File: src/rtl/sevseg_capture.sv
// Receive side of a multiplexed 4-digit seven-segment bus: waits for each digit
// slot to settle, decodes it back to BCD and publishes complete frames.
module sevseg_capture #(
    parameter int SETTLE_CYCLES  = 16,
    parameter int TIMEOUT_CYCLES = 1_000_000
) (
    input  logic        clk,
    input  logic        reset,
    input  logic [0:6]  seg,
    input  logic [3:0]  digit,
    output logic [13:0] number,
    output logic [15:0] bcd,
    output logic        frame_valid,
    output logic        digit_err,
    output logic        stale
);

    localparam int CNT_W = $clog2(SETTLE_CYCLES + 1);
    localparam int TO_W  = $clog2(TIMEOUT_CYCLES + 1);
    localparam logic [CNT_W-1:0] SETTLE_MAX  = CNT_W'(SETTLE_CYCLES);
    localparam logic [TO_W-1:0]  TIMEOUT_MAX = TO_W'(TIMEOUT_CYCLES);

    typedef enum logic [1:0] {ST_WAIT, ST_SETTLE, ST_HOLD} state_t;

    logic [10:0]      sync1_q, sync2_q, prev_q;
    state_t           state_q, state_d;
    logic [CNT_W-1:0] count_q, count_d;
    logic [15:0]      digits_q;
    logic [3:0]       mask_q, mask_d;
    logic             err_q, err_d;
    logic [13:0]      number_q;
    logic [15:0]      bcd_q;
    logic             frame_valid_q, digit_err_q;
    logic [TO_W-1:0]  stale_cnt_q;

    logic [3:0]  sync_digit;
    logic [6:0]  sync_seg;
    logic        anode_valid, changed, capture, commit;
    logic [1:0]  slot;
    logic [3:0]  dec_val;
    logic        dec_err;
    logic [13:0] frame_value;

    assign sync_digit = sync2_q[10:7];
    assign sync_seg   = sync2_q[6:0];
    assign changed    = (sync2_q != prev_q);
    assign commit     = (mask_q == 4'b1111);

    always_comb begin
        anode_valid = 1'b1;
        slot        = 2'd0;
        case (sync_digit)
            4'b1110: slot = 2'd0;
            4'b1101: slot = 2'd1;
            4'b1011: slot = 2'd2;
            4'b0111: slot = 2'd3;
            default: anode_valid = 1'b0;
        endcase
    end

    always_comb begin
        dec_val = 4'd0;
        dec_err = 1'b0;
        case (sync_seg)
            7'b0000001: dec_val = 4'd0;
            7'b1001111: dec_val = 4'd1;
            7'b0010010: dec_val = 4'd2;
            7'b0000110: dec_val = 4'd3;
            7'b1001100: dec_val = 4'd4;
            7'b0100100: dec_val = 4'd5;
            7'b0100000: dec_val = 4'd6;
            7'b0001111: dec_val = 4'd7;
            7'b0000000: dec_val = 4'd8;
            7'b0000100: dec_val = 4'd9;
            default:    dec_err = 1'b1;
        endcase
    end

    // One capture per dwell: the count only ever reaches the limit once before HOLD.
    always_comb begin
        state_d = state_q;
        count_d = count_q;
        capture = 1'b0;
        case (state_q)
            ST_WAIT: begin
                if (anode_valid) begin
                    state_d = ST_SETTLE;
                    count_d = CNT_W'(1);
                end
            end
            ST_SETTLE: begin
                if (changed) begin
                    state_d = anode_valid ? ST_SETTLE : ST_WAIT;
                    count_d = CNT_W'(1);
                end else if (count_q == SETTLE_MAX) begin
                    capture = 1'b1;
                    state_d = ST_HOLD;
                end else begin
                    count_d = count_q + CNT_W'(1);
                end
            end
            ST_HOLD: begin
                if (changed) begin
                    state_d = anode_valid ? ST_SETTLE : ST_WAIT;
                    count_d = CNT_W'(1);
                end
            end
            default: begin
                state_d = ST_WAIT;
                count_d = '0;
            end
        endcase
    end

    // The mask clears on commit before a same-cycle capture sets its bit,
    // so that capture starts the next frame.
    always_comb begin
        mask_d = commit ? 4'b0000 : mask_q;
        err_d  = commit ? 1'b0 : err_q;
        if (capture) begin
            mask_d = mask_d | (4'b0001 << slot);
            err_d  = err_d | dec_err;
        end
    end

    assign frame_value = 14'(digits_q[15:12]) * 14'd1000 + 14'(digits_q[11:8]) * 14'd100
                       + 14'(digits_q[7:4]) * 14'd10 + 14'(digits_q[3:0]);

    always_ff @(posedge clk) begin
        if (reset) begin
            sync1_q       <= '1;
            sync2_q       <= '1;
            prev_q        <= '1;
            state_q       <= ST_WAIT;
            count_q       <= '0;
            digits_q      <= '0;
            mask_q        <= '0;
            err_q         <= 1'b0;
            number_q      <= '0;
            bcd_q         <= '0;
            frame_valid_q <= 1'b0;
            digit_err_q   <= 1'b0;
            stale_cnt_q   <= '0;
        end else begin
            sync1_q       <= {digit, seg};
            sync2_q       <= sync1_q;
            prev_q        <= sync2_q;
            state_q       <= state_d;
            count_q       <= count_d;
            mask_q        <= mask_d;
            err_q         <= err_d;
            frame_valid_q <= commit & ~err_q;
            digit_err_q   <= commit & err_q;
            for (int i = 0; i < 4; i++) begin
                if (capture && (slot == 2'(i)))
                    digits_q[i*4 +: 4] <= dec_val;
            end
            if (commit && !err_q) begin
                number_q    <= frame_value;
                bcd_q       <= digits_q;
                stale_cnt_q <= '0;
            end else if (stale_cnt_q != TIMEOUT_MAX) begin
                stale_cnt_q <= stale_cnt_q + TO_W'(1);
            end
        end
    end

    assign number      = number_q;
    assign bcd         = bcd_q;
    assign frame_valid = frame_valid_q;
    assign digit_err   = digit_err_q;
    assign stale       = (stale_cnt_q == TIMEOUT_MAX);

endmodule

File: config.mk
export PLATFORM = sky130hd
export DESIGN_NAME = sevseg_capture
export DESIGN_NICKNAME = d
export VERILOG_FILES = /design/src/rtl/sevseg_capture.sv
export SDC_FILE = /design/constraint.sdc
export NUM_CORES = 1
export LEC_CHECK = 0
export ABC_AREA = 1
export BUFFER_PORTS_ARGS = -buffer_cell sky130_fd_sc_hd__buf_2
export CORE_UTILIZATION = 55
export CTS_CLUSTER_SIZE = 20
export DETAILED_ROUTE_END_ITERATION = 8
export GPL_TIMING_DRIVEN = 0
export HOLD_SLACK_MARGIN = 0.02
export PLACE_DENSITY = 0.85
export SLEW_MARGIN = 20
export SYNTH_ARGS = -nofsm -noshare
export SYNTH_HDL_FRONTEND = slang
export SYNTH_SLANG_ARGS = --single-unit
export TNS_END_PERCENT = 5
File: constraint.sdc
create_clock -name clk -period 3.65 [get_ports clk]
set_input_delay 0.73 -clock clk [delete_from_list [all_inputs] [get_ports clk]]
set_output_delay 0.73 -clock clk [all_outputs]
set_load 0.03 [all_outputs]
=== Yosys cells after proc, flatten, opt, wreduce, memory -nomap -nowiden ===
Index checks and enable logic that the tools add are counted.

* Shift operators: 1
* Bitwise operators: 5
* $add $sub $neg: 5
* Equal/unequal tests: 27
* Muxes and demuxes: 22
* Multiply operators: 3
* Reduce and logical (&&, ||, !) cells: 14

{| class="wikitable"
|+ Operators by type and width
! kind !! number
|-
| 4-bit case mux with 9 select lines || 1
|-
| 20-bit by 1-bit adder with 20-bit output, second input constant || 1
|-
| 20-bit == test, second input constant || 1
|-
| 5-bit 2-to-1 mux || 4
|-
| 20-bit != test, second input constant || 1
|-
| 4-bit == test, second input constant || 4
|-
| 5-bit case mux with 3 select lines || 1
|-
| 14-bit by 11-bit adder with 14-bit output || 1
|-
| 14-bit by 4-bit adder with 14-bit output || 1
|-
| 14-bit by 8-bit adder with 14-bit output || 1
|-
| 7-bit by 3-bit == test with 1-bit output, second input constant || 2
|-
| 7-bit by 6-bit == test with 1-bit output, second input constant || 2
|-
| 7-bit == test, second input constant || 2
|-
| 2-bit case mux with 3 select lines || 2
|-
| 4-bit by 7-bit multiplier with 11-bit output, second input constant || 1
|-
| 11-bit != test || 1
|-
| 10-bit OR reduction || 1
|-
| 4-bit by 5-bit multiplier with 9-bit output, second input constant || 1
|-
| 1-bit 2-to-1 mux || 8
|-
| 2-bit 2-to-1 mux || 4
|-
| 4-bit 2-to-1 mux || 2
|-
| 7-bit by 1-bit == test with 1-bit output, second input constant || 1
|-
| 7-bit by 4-bit == test with 1-bit output, second input constant || 1
|-
| 7-bit by 5-bit == test with 1-bit output, second input constant || 1
|-
| other kinds (20) || 32
|}

* Output and inout bits: 33
* Bits of input ports: 13
* Register bits after elaboration: 113

=== Longest topological paths before layout ===
* Depth after elaboration: 6
* Mapped depth: 20
* Gate-level depth less buffers: 20

=== Worst setup path before layout ===
No wires, ideal clock.

* Path kind: reg-to-reg
* From: reg digits_q[13]
* To: reg number_q[12], in the netlist number[12]
* Arrival time: 3787 ps
* Setup time: 112 ps
* Stages on the path, launching flop included: 20
* Required time: 3538 ps
* Slack: -249 ps
* Path through: dfxtp_1 > fa_1 > inv_1 > fa_1 > inv_1 > ha_1 > a21oi_1 > nand2_1 > xor2_1 > ha_1 > ha_1 > ha_1 > a21oi_1 > o21ai_0 > a21oi_1 > nand3_1 > nand2_1 > nand2_1 > nand2_1 > nand2_1

* Longest elaborated chain between the ends: 4

{| class="wikitable"
|+ RTL lines
! what !! line !! RTL
|-
| start: declaration || 28 || <nowiki>logic [15:0] digits_q;</nowiki>
|-
| start signal: indexed assignment || 156 || <nowiki>digits_q[i*4 +: 4] <= dec_val;</nowiki>
|-
| 4-bit by 7-bit multiplier with 11-bit output || 126 || <nowiki>assign frame_value = 14'(digits_q[15:12]) * 14'd1000 + 14'(digits_q[11:8]) * 14'd100</nowiki>
|-
| 14-bit by 11-bit adder with 14-bit output || 126 ||
|-
| 14-bit by 8-bit adder with 14-bit output || 127 || <nowiki>+ 14'(digits_q[7:4]) * 14'd10 + 14'(digits_q[3:0]);</nowiki>
|-
| 14-bit by 4-bit adder with 14-bit output || 127 ||
|-
| end signal: assignment || 159 || <nowiki>number_q <= frame_value;</nowiki>
|-
| end: declaration || 31 || <nowiki>logic [13:0] number_q;</nowiki>
|}

Every way passes these cells.
A chain may end at the register's enable or synchronous reset.

=== Worst setup path after layout ===
* From: reg digits_q[15]
* To: reg number_q[13], in the netlist number[13]

Same word-level chain as after synthesis.

==> metrics.yaml <==
path_clk_slew_ns: 0.10
dpl.cell_count: 992
grt-busiest-layer: "met2"
cellPowerDensity_nw_per_um2: 316
clkPwrFrac_pct: 36.9
finalHoldViolCount: 0
ys_ff_latch: 112
syn_avg_cell_area_sq_um: 7.58
slew_headroom_pct: 64.5
antenna_found_initial: 0
diodes: 0
drtPass1Iterations: 4
place_area_sq_um: 6610
crit_path_max_fanout: 5
leakagePower_nw: 3.57
fin_setup_tns_ns: -0.482
min_period_over_period_pct: 104
fp-row-count: 38
start_util_pct: 56.5
cts-buffers-inserted: 9
power_switching_mw: 0.529
drt_iter0_markers: 273
end_kind: "register"
clock_sinks: 112
switching_share_pct: 23.7
synthToLayoutAreaGrowth_pct: 15.2
drt_wl_total_microns: 13400
htree_num_levels: 3
cp.arrival_ns: 4.10
fp.dieH_microns: 107
worstSetupPathType: "register to register"
met2_usage_pct: 43.4
hold_ws_ns: 0.416
synthTopCellsByArea: "dfxtp_1 (37%), nand2_1 (11%), ha_1 (11%)"
grt-ovfl-total: 0
p_comb_share_pct: 6.5
io_buffer_count: 45
use_met1_pct: 28.1
drv_cap: 0
synth_warnings: 0
vias: 5362
die_w_microns: 107
tightest_slew_ns: 0.527
pre_cts_ws_ns: -0.330
critPathRequiredTime_ns: 3.94
finalCriticalPeriod_ns: 3.81
dieArea_sq_um: 11600
yosysTopAreaCellShare_pct: 36.6
finalPower_mw: 2.23
hold_path.class: "register to register"
slew_viol_final: 0
violations: "negative setup slack"
grt_use_total_pct: 24.3
drive_above_1_share_pct: 17.0
ctsHoldBuffers: 0
instances_no_fill: 1018
syn_area_sq_um: 6120
stdcell_area_sq_um: 7050
gp_congestion: 0.863
max-vdd-ir-drop_mv: 0.312
syn_nets: 891
seq_power_share_pct: 56.6
drc: 0
status: "finished with violations"
clock_latency_ns: 0.39
p_int_mw: 1.70
ios: 46
hpwl_microns: 9480
vias_per_cell: 5.27
worst_slack_ns: -0.159
start_kind: "register"
synthCells: 807
clock_skew_ns: 0.00782
fmax_ghz: 0.263
avgRoutedWirePerCell_microns: 13.2
core_area_sq_um: 10800
synth_cell_types: 31
synth_area_leader_cell: "dfxtp_1"
drtAntennaViolNets: 0
root_buffer: "clkbuf_8"
grt_max_degree: 18
seq_area_frac_synth_pct: 36.6
cts_tree: "built"
nNetsFinal: 957
grt_pass1_vias: 4924
final_util_pct: 65.0
cts_max_path_buffers: 2
finalSetupViolations: 5
use_met3_pct: 5.27
rsz0062_at_grt: "yes"
final_common_cell: "nand2_1"
layout_common_cells: "nand2_1 (182), inv_1 (109), dfxtp_1 (109)"
grt_pass1_wl_microns: 22100
-- power by group through the flow --
| stage | Clock [mW] | Combinational, mW | Sequential, mW |
|---|---|---|---|
| floorplan | 0 | 0.110 | 1.29 |
| CTS | 0.834 | 0.145 | 1.26 |
| finish | 0.822 | 0.145 | 1.26 |
| global route | 0.882 | 0.167 | 1.27 |
| detailed placement | 0 | 0.143 | 1.29 |
| global placement | 0 | 0.139 | 1.29 |
-- final timing paths --
path	startpoint	to	slack [ns]	cells after the start
worst max-delay path	digits_q[15]	number[13]	-0.16	19
worst min-delay path	sync1_q[1]	sync2_q[1]	0.42	1
worst max register to register	digits_q[15]	number[13]	-0.16	19
worst min register to register	sync1_q[1]	sync2_q[1]	0.42	1
-- worst max-delay path: stages (launching register included) --
cell     delay, ns
dfxtp_4       0.39
fa_2          0.59
inv_2         0.05
fa_1          0.50
inv_2         0.05
ha_4          0.30
nand2_2       0.06
o21ai_2       0.15
xor2_1        0.20
ha_1          0.29
ha_4          0.23
ha_4          0.30
nand2_2       0.05
nand2_1       0.07
inv_2         0.05
o21a_1        0.17
nand3_2       0.07
nand3_2       0.07
nand3_2       0.07
nand2_1       0.04
-- layer usage --
layer | wire (microns) | up-vias
met5 | 0 | -
met4 | 449 | 0
met3 | 562 | 38
met2 | 6650 | 136
met1 | 5770 | 2488
li1 | - | 2700
-- cells in the mapped netlist, drive strengths merged --
library cell	number
nand2	187
inv	115
dfxtp	112
nor2	82
ha	54
nand3	50
o21ai	38
a21oi	37
or2	26
fa	17
nand4	17
nor3	15
xor2	15
clkbuf	10
xnor2	9
a22o	8
buf	6
nand3b	2
nor4	2
a21o	1
a31oi	1
o21a	1
o21bai	1
o31ai	1
-- logic make-up (layout without fill, tap and decap cells) --
group                    after synthesis  count (layout)  synth area share [%]
buffers and inverters                131             202                  8.26
XOR/XNOR                              24              24                  3.43
AND/OR/NAND/NOR                      381             381                  27.2
adder cells (fa/ha/maj)               71              71                  16.6
AO/OA/AOI/OAI                         88              88                  7.87
flip-flops                           112             112                  36.6
-- cell type report --
| type | instances | area (sq um) |
|---|---|---|
| fill | 899 | 3790 |
| sequential | 112 | 2250 |
| timing repair buffer | 55 | 300 |
| buffer | 16 | 73.8 |
| clock inverter | 5 | 78.8 |
| inverter | 115 | 432 |
| clock buffer | 11 | 141 |
| multi-input combinational | 564 | 3600 |
| tap | 140 | 175 |
-- flip-flops by register name, summed over array words and instances (netlist names), 4 cells and up --
signal	flops
digits_q	16
stale_cnt_q	20
bcd	15
sync1_q	11
sync2_q	11
count_q	5
prev_q	11
number	14
mask_q	4
-- repair_timing --
action / CTS / global route
pin swaps: 24 / 8
resized for setup: 27 / 12
setup buffers: 9 / 1
endpoints found under the setup margin: 6 / 7
No activity file was read; power rests on OpenSTA's default activity.
